## src/rtl/fir_pkg.sv

```systemverilog
// Shared constants and FSM state type for the FIR tap sequencer, the
// shared shift-add multiplier and the filter top level.
package fir_pkg;

  localparam int FIR_TAPS = 8;   // number of taps, power of two, >= 2
  localparam int FIR_DW   = 14;  // sample width
  localparam int FIR_CW   = 4;   // coefficient width
  localparam int FIR_PW   = 18;  // multiplier product width
  localparam int FIR_MLAT = 3;   // multiplier latency in cycles
  localparam int FIR_AW   = FIR_PW + $clog2(FIR_TAPS);  // accumulator width

  typedef enum logic [1:0] {
    IDLE  = 2'd0,
    ISSUE = 2'd1,
    DRAIN = 2'd2
  } fir_state_e;

  // Width of a counter that must reach max(taps, mlat) - 1; the same
  // counter walks the taps in ISSUE and times the drain in DRAIN.
  function automatic int fir_cnt_width(input int taps, input int mlat);
    int span;
    span = (taps > mlat) ? taps : mlat;
    return (span > 2) ? $clog2(span) : 1;
  endfunction

endpackage

```

## src/rtl/fir_delay_line.sv

```systemverilog
// Sample delay line: x[0] takes the new sample on a shift, older samples
// move one slot down and the oldest drops off. One indexed read port.
module fir_delay_line #(
  parameter int TAPS = 8,
  parameter int DW   = 14
) (
  input  logic                     clk,
  input  logic                     rst,       // synchronous, active-low
  input  logic                     shift_en,
  input  logic [DW-1:0]            din,
  input  logic [$clog2(TAPS)-1:0]  rd_idx,
  output logic [DW-1:0]            rd_data
);

  logic [DW-1:0] x_q [TAPS];
  logic [DW-1:0] x_d [TAPS];

  // Next contents: hold, or shift the new sample in at the head.
  always_comb begin
    for (int k = 0; k < TAPS; k++) begin
      x_d[k] = x_q[k];
    end
    if (shift_en) begin
      x_d[0] = din;
      for (int k = 1; k < TAPS; k++) begin
        x_d[k] = x_q[k-1];
      end
    end
  end

  // Register the delay line; reset empties it so a new pass starts clean.
  always_ff @(posedge clk) begin
    if (!rst) begin
      for (int k = 0; k < TAPS; k++) begin
        x_q[k] <= '0;
      end
    end else begin
      for (int k = 0; k < TAPS; k++) begin
        x_q[k] <= x_d[k];
      end
    end
  end

  assign rd_data = x_q[rd_idx];

endmodule

```

## src/rtl/fir_tap_sequencer.sv

```systemverilog
// Time-multiplexed FIR control: accepts one sample, issues one
// (sample, coefficient) pair per cycle to the shared multiplier, then
// accumulates the returning products and emits one filtered result.
module fir_tap_sequencer
  import fir_pkg::*;
#(
  parameter int TAPS = FIR_TAPS,
  parameter int DW   = FIR_DW,
  parameter int CW   = FIR_CW,
  parameter int PW   = FIR_PW,
  parameter int AW   = PW + $clog2(TAPS),
  parameter int MLAT = FIR_MLAT
) (
  input  logic                     clk,
  input  logic                     rst,        // synchronous, active-low
  input  logic                     in_valid,
  input  logic [DW-1:0]            in_data,
  output logic                     in_ready,
  input  logic                     coe_wr,
  input  logic [$clog2(TAPS)-1:0]  coe_addr,
  input  logic [CW-1:0]            coe_wdata,
  output logic [DW-1:0]            mult_data,
  output logic [CW-1:0]            mult_coe,
  input  logic [PW-1:0]            mult_fltd,
  output logic                     out_valid,
  output logic [AW-1:0]            out_data
);

  localparam int AIW = $clog2(TAPS);
  localparam int IW  = fir_cnt_width(TAPS, MLAT);
  localparam logic [IW-1:0] LAST_TAP   = IW'(TAPS - 1);
  localparam logic [IW-1:0] LAST_DRAIN = IW'(MLAT - 1);

  fir_state_e      state_q, state_d;
  logic [IW-1:0]   idx_q, idx_d;
  logic [AW-1:0]   acc_q, acc_d;
  logic [AW-1:0]   out_data_q, out_data_d;
  logic            out_valid_q, out_valid_d;
  logic [MLAT-1:0] vpipe_q, vpipe_d;
  logic [CW-1:0]   c_q [TAPS];
  logic [CW-1:0]   c_d [TAPS];

  logic            accept;
  logic            issuing;
  logic [AIW-1:0]  tap_idx;
  logic [DW-1:0]   tap_sample;
  logic [AW-1:0]   prod_ext;

  assign in_ready = (state_q == IDLE);
  assign accept   = in_valid && in_ready;
  assign issuing  = (state_q == ISSUE);
  assign tap_idx  = idx_q[AIW-1:0];
  assign prod_ext = {{(AW-PW){1'b0}}, mult_fltd};

  fir_delay_line #(
    .TAPS (TAPS),
    .DW   (DW)
  ) u_delay_line (
    .clk      (clk),
    .rst      (rst),
    .shift_en (accept),
    .din      (in_data),
    .rd_idx   (tap_idx),
    .rd_data  (tap_sample)
  );

  // Multiplier operands are forced to zero outside ISSUE so the shared
  // multiplier produces zeros whenever no pass is running.
  assign mult_data = issuing ? tap_sample     : '0;
  assign mult_coe  = issuing ? c_q[tap_idx]   : '0;

  assign out_valid = out_valid_q;
  assign out_data  = out_data_q;

  // Next-state logic: FSM, tap/drain counter, product tracking and
  // accumulation, coefficient writes (IDLE only) and result capture.
  always_comb begin
    state_d     = state_q;
    idx_d       = idx_q;
    acc_d       = acc_q;
    out_valid_d = 1'b0;
    out_data_d  = out_data_q;
    // Bit k set means a product issued k+1 cycles ago; the top bit marks
    // the cycle in which that product is present on mult_fltd.
    vpipe_d     = (vpipe_q << 1) | MLAT'(issuing);
    for (int k = 0; k < TAPS; k++) begin
      c_d[k] = c_q[k];
    end

    if (vpipe_q[MLAT-1]) begin
      acc_d = acc_q + prod_ext;
    end

    case (state_q)
      IDLE: begin
        if (coe_wr) begin
          c_d[coe_addr] = coe_wdata;
        end
        if (accept) begin
          state_d = ISSUE;
          idx_d   = '0;
          acc_d   = '0;
        end
      end
      ISSUE: begin
        if (idx_q == LAST_TAP) begin
          state_d = DRAIN;
          idx_d   = '0;
        end else begin
          idx_d = idx_q + IW'(1);
        end
      end
      DRAIN: begin
        if (idx_q == LAST_DRAIN) begin
          // The final product arrives in this cycle, so fold it in directly.
          state_d     = IDLE;
          idx_d       = '0;
          out_valid_d = 1'b1;
          out_data_d  = acc_q + prod_ext;
        end else begin
          idx_d = idx_q + IW'(1);
        end
      end
      default: begin
        state_d = IDLE;
        idx_d   = '0;
      end
    endcase
  end

  // State registers; reset aborts any pass in flight without a result.
  always_ff @(posedge clk) begin
    if (!rst) begin
      state_q     <= IDLE;
      idx_q       <= '0;
      acc_q       <= '0;
      out_valid_q <= 1'b0;
      out_data_q  <= '0;
      vpipe_q     <= '0;
      for (int k = 0; k < TAPS; k++) begin
        c_q[k] <= '0;
      end
    end else begin
      state_q     <= state_d;
      idx_q       <= idx_d;
      acc_q       <= acc_d;
      out_valid_q <= out_valid_d;
      out_data_q  <= out_data_d;
      vpipe_q     <= vpipe_d;
      for (int k = 0; k < TAPS; k++) begin
        c_q[k] <= c_d[k];
      end
    end
  end

endmodule

```

## config.mk

```make
export PLATFORM = sky130hd
export DESIGN_NAME = fir_tap_sequencer
export DESIGN_NICKNAME = d
export VERILOG_FILES = /design/src/rtl/fir_pkg.sv /design/src/rtl/fir_delay_line.sv /design/src/rtl/fir_tap_sequencer.sv
export SDC_FILE = /design/constraint.sdc
export NUM_CORES = 1
export LEC_CHECK = 0
export ABC_AREA = 1
export ABC_CLOCK_PERIOD_IN_PS = 2460
export BUFFER_PORTS_ARGS = -buffer_cell sky130_fd_sc_hd__buf_2
export CORE_ASPECT_RATIO = 1.2
export CORE_MARGIN = 1
export CORE_UTILIZATION = 55
export DETAILED_ROUTE_END_ITERATION = 7
export HOLD_SLACK_MARGIN = 0.12
export PLACE_DENSITY = 0.81
export SYNTH_ARGS = -nofsm -noshare
export SYNTH_HDL_FRONTEND = slang
export SYNTH_HIERARCHICAL = 1
export SYNTH_SLANG_ARGS = --single-unit
```

## constraint.sdc

```tcl
create_clock -name clk -period 2.46 [get_ports clk]
set_input_delay 0.738 -clock clk [delete_from_list [all_inputs] [get_ports clk]]
set_output_delay 0.738 -clock clk [all_outputs]
set_load 0.01 [all_outputs]
```

# [Word level (Yosys, flattened, before mapping)]
# Memory sizes are Yosys's and may differ from the RTL's. A register that Yosys moved wholly into a read port is not among the register bits.
# Index checks and enable logic that the tools add are counted.
[word_totals] register_bits=51 latchBits=0 ramBits=144 mem_bits_ro=0 in_bits=43 out_inout_bits=41 elab_cells=87 memories=2
[classes] n_addsub=2 n_mul=0 n_div=0 n_lt_le_gt_ge=2 n_eq_ne=8 n_shift=0 n_mux=42 n_bitwise=18 reduce_logical=7
[memory_table] name="u_delay_line.x_q" depth=8 word_bits=14 rd=8 rd_ports_with_merged_regs=1 write_ports=8 line_no="fir_delay_line.sv:15" rtl="logic [DW-1:0] x_q [TAPS];"
[memory_table] name="c_q" depth=8 word_bits=4 rd=9 rd_ports_with_merged_regs=1 write_ports=8 line_no="fir_tap_sequencer.sv:40" rtl="logic [CW-1:0] c_q [TAPS];"
[op_table] cell="14-bit two-way mux" n=9
[op_table] cell="112-bit two-way mux" n=1
[op_table] cell="32-bit two-way mux" n=2
[op_table] cell="21-bit two-way mux" n=3
[op_table] cell="4-bit two-way mux" n=10
[op_table] cell="32-bit bitwise mux" n=1
[op_table] cell="21-bit by 18-bit adder with 21-bit output" n=1
[op_table] cell="3-bit two-way mux" n=7
[op_table] cell="1-bit bitwise OR" n=16
[op_table] cell="4-bit demux with 3-bit select" n=1
[op_table] cell="3-bit case mux with 3 select lines" n=1
[op_table] cell="2-bit two-way mux" n=3
[op_table] cell="2-bit case mux with 3 select lines" n=1
[op_table] cell="2-bit AND reduction" n=3
[op_table] cell="4-bit >= comparator, second input constant" n=1
[op_table] cell="4-bit by 1-bit < comparator with 1-bit output, second input constant" n=1
[op_table] cell="2-bit by 1-bit != test with 1-bit output, second input constant" n=2
[op_table] cell="3-bit NOT with 4-bit output" n=1
[op_table] cell="3-bit by 1-bit adder with 3-bit output, second input constant" n=1
[op_table] cell="3-bit by 2-bit == test with 1-bit output, second input constant" n=1
[op_table] cell="3-bit == test, second input constant" n=1
[op_table] cell="1-bit two-way mux" n=3
[op_table] cell="3-bit by 1-bit bitwise OR with 3-bit output" n=1
[op_table] cell="3-bit AND reduction" n=1
[op_table] cell="6 further kinds" n=7

# [Depth between registers and ports, before layout]
# Gate-level depths: netlist of run 1.
[logic_depth] ltp_word=9 depth_mapped=13 mapped_depth_nobuf=13

# [By module]
# Netlist of run 1, hierarchy kept.
[modules_own_cells] mod="fir_tap_sequencer" n_inst=1 cells_per_inst=790 area_per_inst_um2=5027.3 seq_area_each_um2=1721.7
[modules_own_cells] mod="fir_delay_line" n_inst=1 cells_per_inst=637 area_per_inst_um2=4783.3 seq_area_each_um2=2382.3

# [Worst setup path before layout of run 1]
# OpenSTA, ideal clock, no wires.
[synth_path] kind="input -> register" startpoint="in mult_fltd[0]" endpoint="reg acc_q[8]" setup_time_ns=0.115 arrival_ns=2.035 required_ns=2.345 path_slack_ns=0.310 cell_stages=9 path_buffers=0 cell_sequence="ha_1 fa_1 nand3_1 nand3_2 nand3_1 nand2_2 xor2_1 o21ai_0 inv_1"
[synth_via] elab_chain_len=4
[synth_lines] element="from (decl)" line_no="fir_tap_sequencer.sv:24" rtl="input logic [PW-1:0] mult_fltd,"
[synth_lines] element="21-bit by 18-bit adder with 21-bit output *" line_no="fir_tap_sequencer.sv:91" rtl="acc_d = acc_q + prod_ext;"
[synth_lines] element="21-bit two-way mux *" line_no="fir_tap_sequencer.sv:90" rtl="if (vpipe_q[MLAT-1]) begin"
[synth_lines] element="21-bit two-way mux" line_no="fir_tap_sequencer.sv:99" rtl="if (accept) begin"
[synth_lines] element="21-bit two-way mux *" line_no="fir_tap_sequencer.sv:94" rtl="case (state_q)"
[synth_lines] element="to (signal assigned)" line_no="fir_tap_sequencer.sv:136" rtl="acc_q <= '0;"
[synth_lines] element="to (signal assigned)" line_no="fir_tap_sequencer.sv:146" rtl="acc_q <= acc_d;"
[synth_lines] element="to (decl)" line_no="fir_tap_sequencer.sv:36" rtl="logic [AW-1:0] acc_q, acc_d;"
# Mark *: on every way between the ends. The rest lies on a longest branch, timed or not.
# A chain may end at the register's enable or synchronous reset.

==> metrics, run 1 <==
status=finished, violations left; failing checks=setup timing; Slew @ Worst Pin=roughly 550 ps; Net Count, Synth=1,496; WS Path Type=flip-flop to primary output; worst path required time=1720 ps; CP bufs+invs=4; Final nets=about 1,600; Gate Count Post-Synth=1,427; Die Area=about 18,000 um^2; CP Cell Sequence=inv_8, clkbuf_16, nand2_1, nand3_1, nand2_1, nand2_1, nand2_1, nand2_1, inv_1, buf_2; Final GP Congestion=0.900; maximum vdd ir drop=~0.56 mV; sequential fraction of the synthesis area=41.8%; R2R cell count=10; ranking of synthesized cells by area=dfxtp_1, nand2_1, inv_1, nor2_1, nand3_1; FF-to-FF Start=idx_q[1]$_SDFFE_PN0N_; Clock transition at path regs=70 ps; HP Start=vpipe_q[1]$_SDFF_PN0_; share of the synthesized area in the top cell type=37.5%; Pre-antenna DRT Iters=6; CP top delay family=buffers and inverters; Power per Cell Area=779 nW/um^2; #FFs+latches synth=roughly 200; fin crit share=101%; Hold Crit Depth=2; clock skew=between 9 and 10 ps; crit path capture type=primary output; Max Slew Vio Count=0; Synth Area per Inst=a little under 7 um^2; Tmin final=roughly 2500 ps; worst-case clock buffer depth=2; number of I/O pins=84; CP Max Fanout=14; setup violators final=3; Placement Rows=53; P_int=slightly below 0.006 W; Max-Cap Viols=0; Yosys cell types=31; gr usage total=between 20% and 30%; Multi-input gate area=4490 um^2; f_max=403 MHz; DIE HEIGHT=148 um; Clock Power Share=31.6%; routed wire length=roughly 24,000 um; CTS Buf Count=17; class of the tightest hold or removal check=flip-flop to flip-flop; I/O Buffers=83; hpwl dp=14,900 um; CP most frequent cell=nand2_1; largest net degree at the start of global routing=65; CP max-delay cell=dfxtp_4; Mapped Area=9810 um^2; Post-DRT Antenna Nets=0; CP max stage delay=between 400 and 500 ps; # diodes=0; vias in the first global route=7,940; Fin Setup TNS=-30.2 ps; Min Hold Slack=420 ps; share of post-route cells with drive strength above 1=between 10% and 20%; Die W=124 um; CP Launch Type=flip-flop; Register Area=4110 um^2; crit path DAT=1750 ps; Setup WS post-layout=-23.5 ps; Yosys top cell by area=dfxtp_1; via/cell ratio=5.35; initial antenna violation count=0; core area=roughly 18,000 um^2; Util after Layout=around 64%; end of the worst hold path=vpipe_q[2]$_SDFF_PN0_; Reg power frac=40.3%; RSZ-0062 raised after global routing=true; global-route congestion overflow total=0; Root Buffer=clkbuf_16; Routed WL per cell=14.0 um; H-tree levels=4; Clock Sinks=198; r2r endpoint=out_data[3]$_SDFFE_PN0P_; Lkg Pwr=around 5.6 nW; relative slew slack=a little over three fifths; Switching Share=33.8%; drt initial violations=1,091; Initial Util=between 50% and 60%; sw power=0.00297 W; CTS tree=yes; Skew-Pair Late Insertion Delay=between 400 and 500 ps; first-pass GRT wire length=37,600 um; Synth warnings=6; Final Hold Viols=0; Filler Cells Inserted=1,458; R2R Setup Slk=~570 ps; area grow syn2layout=14.9%; vias=a little over 9,000; drc violations=0; Logic pwr share=28.1%
-- cell type report --
type | instances | area share (%)
Clock inverter | 13 | 1.27
Timing Repair Buffer | 112 | 7.64
Clock buffer | 19 | 3.93
Tap cell | 220 | 2.44
Multi-Input combinational cell | 911 | 39.8
Inverter | 249 | 8.44
Sequential cell | 198 | 36.5
-- cells in the mapped netlist (all sizes together) --
cell,n
buf,52
clkbuf,17
o21a,12
nand3b,4
ha,25
nand2,353
o211ai,1
dfxtp,184
and2,1
o32ai,8
a21oi,24
nor3,3
inv,249
nor2,187
xor2,7
o22ai,84
o21bai,8
edfxtp,14
a211oi,1
nand3,115
fa,1
nand4,2
o21ai,75
-- layer usage --
layer  GRT usage (%)  share of wire, %  up-vias
met4            7.32               2.0        0
li1                -                 -     4615
met3            3.91               7.7       49
met1            35.9                44     4158
met2            40.2                46      384
met5               0                 0        -
-- repair_timing --
item,in CTS,in global routing
endpoints found under the setup margin,18,18
gates cloned,1,6
hold buffers,0,0
hold endpoints to repair,0,0
setup buffers,2,1
pin swaps,0,19
gates resized for setup,14,40
-- stage by stage --
| step | cells | total power (W) | instance area, um^2 | setup slack (ps) |
|---|---|---|---|---|
| finish | 1722 | 0.00879 | 11300 | -23.5 |
| global route | 1722 | 0.00922 | 11300 | -91.9 |
| CTS | 1715 | 0.00852 | 11000 | 0.686 |
| detailed placement | 1680 | 0.00565 | 10300 | 38.2 |
| global placement | 1680 | 0.00561 | 10300 | 87.8 |
| floorplan | 1427 | 0.00519 | 9810 | 310 |
-- how the worst max path moves through the flow --
stage                                startpoint              endpoint  slack, ps  cells past startpoint
after detailed placement           mult_fltd[0]  acc_q[12]$_SDFF_PN0_         40                     13
final                     idx_q[0]$_SDFFE_PN0N_          mult_data[5]        -20                     10
after global routing      idx_q[0]$_SDFFE_PN0N_          mult_data[7]        -90                     10
after global placement             mult_fltd[0]  acc_q[16]$_SDFF_PN0_         90                     13
after floorplan                    mult_fltd[0]   acc_q[8]$_SDFF_PN0_        310                      9
after CTS                 idx_q[0]$_SDFFE_PN0N_          mult_data[2]        0.7                      9
-- registers in the layout, indices dropped and copies added (netlist names), named ones only --
register	flops
u_delay_line/x_q	112
c_q	32
idx_q	3
out_valid	1
out_data	21
vpipe_q	3
state_q	2
acc_q	21
-- cell families after synthesis --
logic type | synth area share (%)
compound gates | 12.9
xor+xnor | 0.625
fa+ha+maj | 3.39
buf+inv | 13.5
flops | 41.8
simple gates | 27.8
-- power groups by stage --
| stage | sequential [W] | clock [W] | combinational (W) |
|---|---|---|---|
| after global placement | 0.00359 | 0 | 0.00202 |
| final | 0.00354 | 0.00278 | 0.00247 |
| after floorplan | 0.00357 | 0 | 0.00161 |
| after global routing | 0.00356 | 0.00295 | 0.00272 |
| after CTS | 0.00353 | 0.00282 | 0.00217 |
| after detailed placement | 0.00360 | 0 | 0.00206 |
-- layout by cell type, fill, tap and decap left out, drive strengths merged, types with 2 or more instances in the layout --
| cell type | netlist | final |
|---|---|---|
| clkbuf | 17 | 23 |
| inv | 249 | 253 |
| nand3b | 4 | 4 |
| nor3 | 3 | 3 |
| o22ai | 84 | 84 |
| clkinv | 0 | 7 |
| dfxtp | 184 | 184 |
| a21oi | 24 | 24 |
| o21a | 12 | 12 |
| nor2 | 187 | 187 |
| nand2 | 353 | 353 |
| buf | 52 | 108 |
| nand3 | 115 | 115 |
| o21ai | 75 | 75 |
| edfxtp | 14 | 14 |
| xor2 | 7 | 7 |
| nand4 | 2 | 2 |
| o32ai | 8 | 8 |
| ha | 25 | 25 |
| o21bai | 8 | 8 |
-- worst reg2reg max path, cell delays in order (launching register included) --
cell	delay, ps
dfxtp_2	400
buf_6	220
ha_1	190
inv_1	40
nor2_1	120
nand2_1	90
inv_1	60
buf_4	330
o21ai_0	170
o21bai_1	180
inv_1	50
(Power assumes the default switching activity.)
==> run 2, diff against run 1 <==
--- a/config.mk
+++ b/config.mk
@@ -7,7 +7,7 @@
 export LEC_CHECK = 0
 export ABC_AREA = 1
 export ABC_CLOCK_PERIOD_IN_PS = 2460
-export BUFFER_PORTS_ARGS = -buffer_cell sky130_fd_sc_hd__buf_2
+export BUFFER_PORTS_ARGS = -buffer_cell sky130_fd_sc_hd__buf_4
 export CORE_ASPECT_RATIO = 1.2
 export CORE_MARGIN = 1
 export CORE_UTILIZATION = 55
==> run 2 against run 1 <==
The flow still finishes with violations (setup timing); sequential power barely moved; count of clock-buffer cells in the layout increased by 3; die area did not move; clock power is 4% higher; core utilization increased by 1.8 points; final area is 2.8% higher; largest cell class unchanged.
==> metrics, run 2 (same netlist as run 1, synthesis figures left out) <==
status=finished, violations left; failing checks=setup timing; share of post-route cells with drive strength above 1=14.0%; maximum vdd ir drop=0.552 mV; Max Slew Vio Count=0; CP Max Fanout=10; Final nets=1,565; RSZ-0062 raised after global routing=true; CTS Buf Count=17; class of the tightest hold or removal check=flip-flop to flip-flop; Final Hold Viols=0; Die W=124 um; Routed WL per cell=14.1 um; drc violations=0; Finished Layout Cells=1,729; largest net degree at the start of global routing=69; core area=17,500 um^2; drt initial violations=roughly 860; crit path capture type=primary output; commonest non-fill, non-tap cell in the layout=nand2_1; DIE HEIGHT=148 um; Clock transition at path regs=70 ps; hold-fix buffers at CTS=0; relative slew slack=75.2%; Pre-antenna DRT Iters=5; setup violators final=5; Skew-Pair Late Insertion Delay=440 ps; flip-flop count of the largest register after layout=112; Biggest register=u_delay_line/x_q; Setup WS post-layout=-95.6 ps; first-pass GRT wire length=38,000 um; Post-DRT Antenna Nets=0; dpl ws=24.1 ps; worst path required time=between 1500 and 2000 ps; Max-Cap Viols=0; Final GP Congestion=0.924; CP Launch Type=flip-flop; Placement Rows=53; Die Area=18,400 um^2; # diodes=0; CTS tree=yes; Initial Util=a little under three fifths; clock skew=roughly 9.3 ps; most frequent cells in the layout=nand2_1, inv_1, dfxtp_1; WS Path Type=flip-flop to primary output; Slew @ Worst Pin=371 ps; Power per Cell Area=a little under 800 nW/um^2; Root Buffer=clkbuf_16; worst-case clock buffer depth=2; Util after Layout=66.2%; I/O Buffers=83; area grow syn2layout=18.1%; Tot Pwr=~0.0090 W; vias in the first global route=8,243; gr usage total=between 20% and 30%; initial antenna violation count=0; placed insts=1,687; Lkg Pwr=5.68 nW; Tmin final=2560 ps; H-tree levels=4; number of I/O pins=84; vias=9,143; Fin Setup TNS=-132 ps; crit path DAT=~1800 ps; biggest regs=u_delay_line/x_q x112, c_q x32; hpwl dp=15,500 um; fin crit share=104%; via/cell ratio=between 5 and 6; Clock Sinks=198; f_max=391 MHz; routed wire length=24,400 um; global-route congestion overflow total=0
run 2: cell count changes in the layout (fill, tap and decap cells not counted), sizes merged:
cell,delta
inv,-1
clkinv,-3
clkinvlp,+2
buf,+6
clkbuf,+3
run 2: cell type report:
| class | count | area [um^2] |
|---|---|---|
| Clock buffer | 22 | 518 |
| Clock inverter | 10 | 103 |
| Fill cell | 1449 | 5920 |
| Inverter | 249 | 951 |
| Multi-Input combinational cell | 911 | 4510 |
| Sequential cell | 198 | 4120 |
| Tap cell | 220 | 275 |
| Timing Repair Buffer | 118 | 1110 |
| Timing Repair inverter | 1 | 5.00 |
run 2: through the flow:
stage	hold slack [ps]	instance area, um^2
floorplan	390	9810
global placement	403	10600
detailed placement	407	10600
CTS	425	11300
global route	443	11600
finish	421	11600
run 2: repair_timing:
item / 4_1_cts / 5_1_grt
resized for setup: 9 / 49
buffers inserted: 1 / 2
cloned: 0 / 7
pin swaps: 0 / 14
setup endpoints to repair: 17 / 18
run 2: worst paths after layout:
check / start / endpoint / slack, ps / depth (start not counted)
setup / recovery: idx_q[0]$_SDFFE_PN0N_ / mult_data[12] / -100 / 10
hold / removal: vpipe_q[1]$_SDFF_PN0_ / vpipe_q[2]$_SDFF_PN0_ / 420 / 2
setup reg to reg: idx_q[0]$_SDFFE_PN0N_ / out_data[8]$_SDFFE_PN0P_ / 600 / 11
hold reg to reg: vpipe_q[1]$_SDFF_PN0_ / vpipe_q[2]$_SDFF_PN0_ / 420 / 2
run 2: critical path, cell delays in order (launching register included):
cell	delay, ps
dfxtp_4	410
buf_12	150
buf_6	160
nand2_1	90
nand3_1	100
nand2_1	70
nand2_1	80
nand2_1	70
nand2_1	80
inv_1	40
buf_4	130
run 2: where the power goes:
| part | total, W | leakage, nW | switching [W] | internal, W |
|---|---|---|---|---|
| clock | 0.00290 | 0.308 | 0.00128 | 0.00163 |
| combinational | 0.00254 | 3.73 | 0.00158 | 0.000965 |
| sequential | 0.00354 | 1.64 | 0.0000936 | 0.00345 |
| total | 0.00899 | 5.68 | 0.00295 | 0.00604 |
run 2: metal layers:
layer  GRT usage, %  part of all wire (%)  wire length [um]
met1           34.7                    45             10900
met3           3.91                   6.3              1520
met2           41.6                    46             11200
met4           8.57                   2.7               663
met5              0                     0                 0
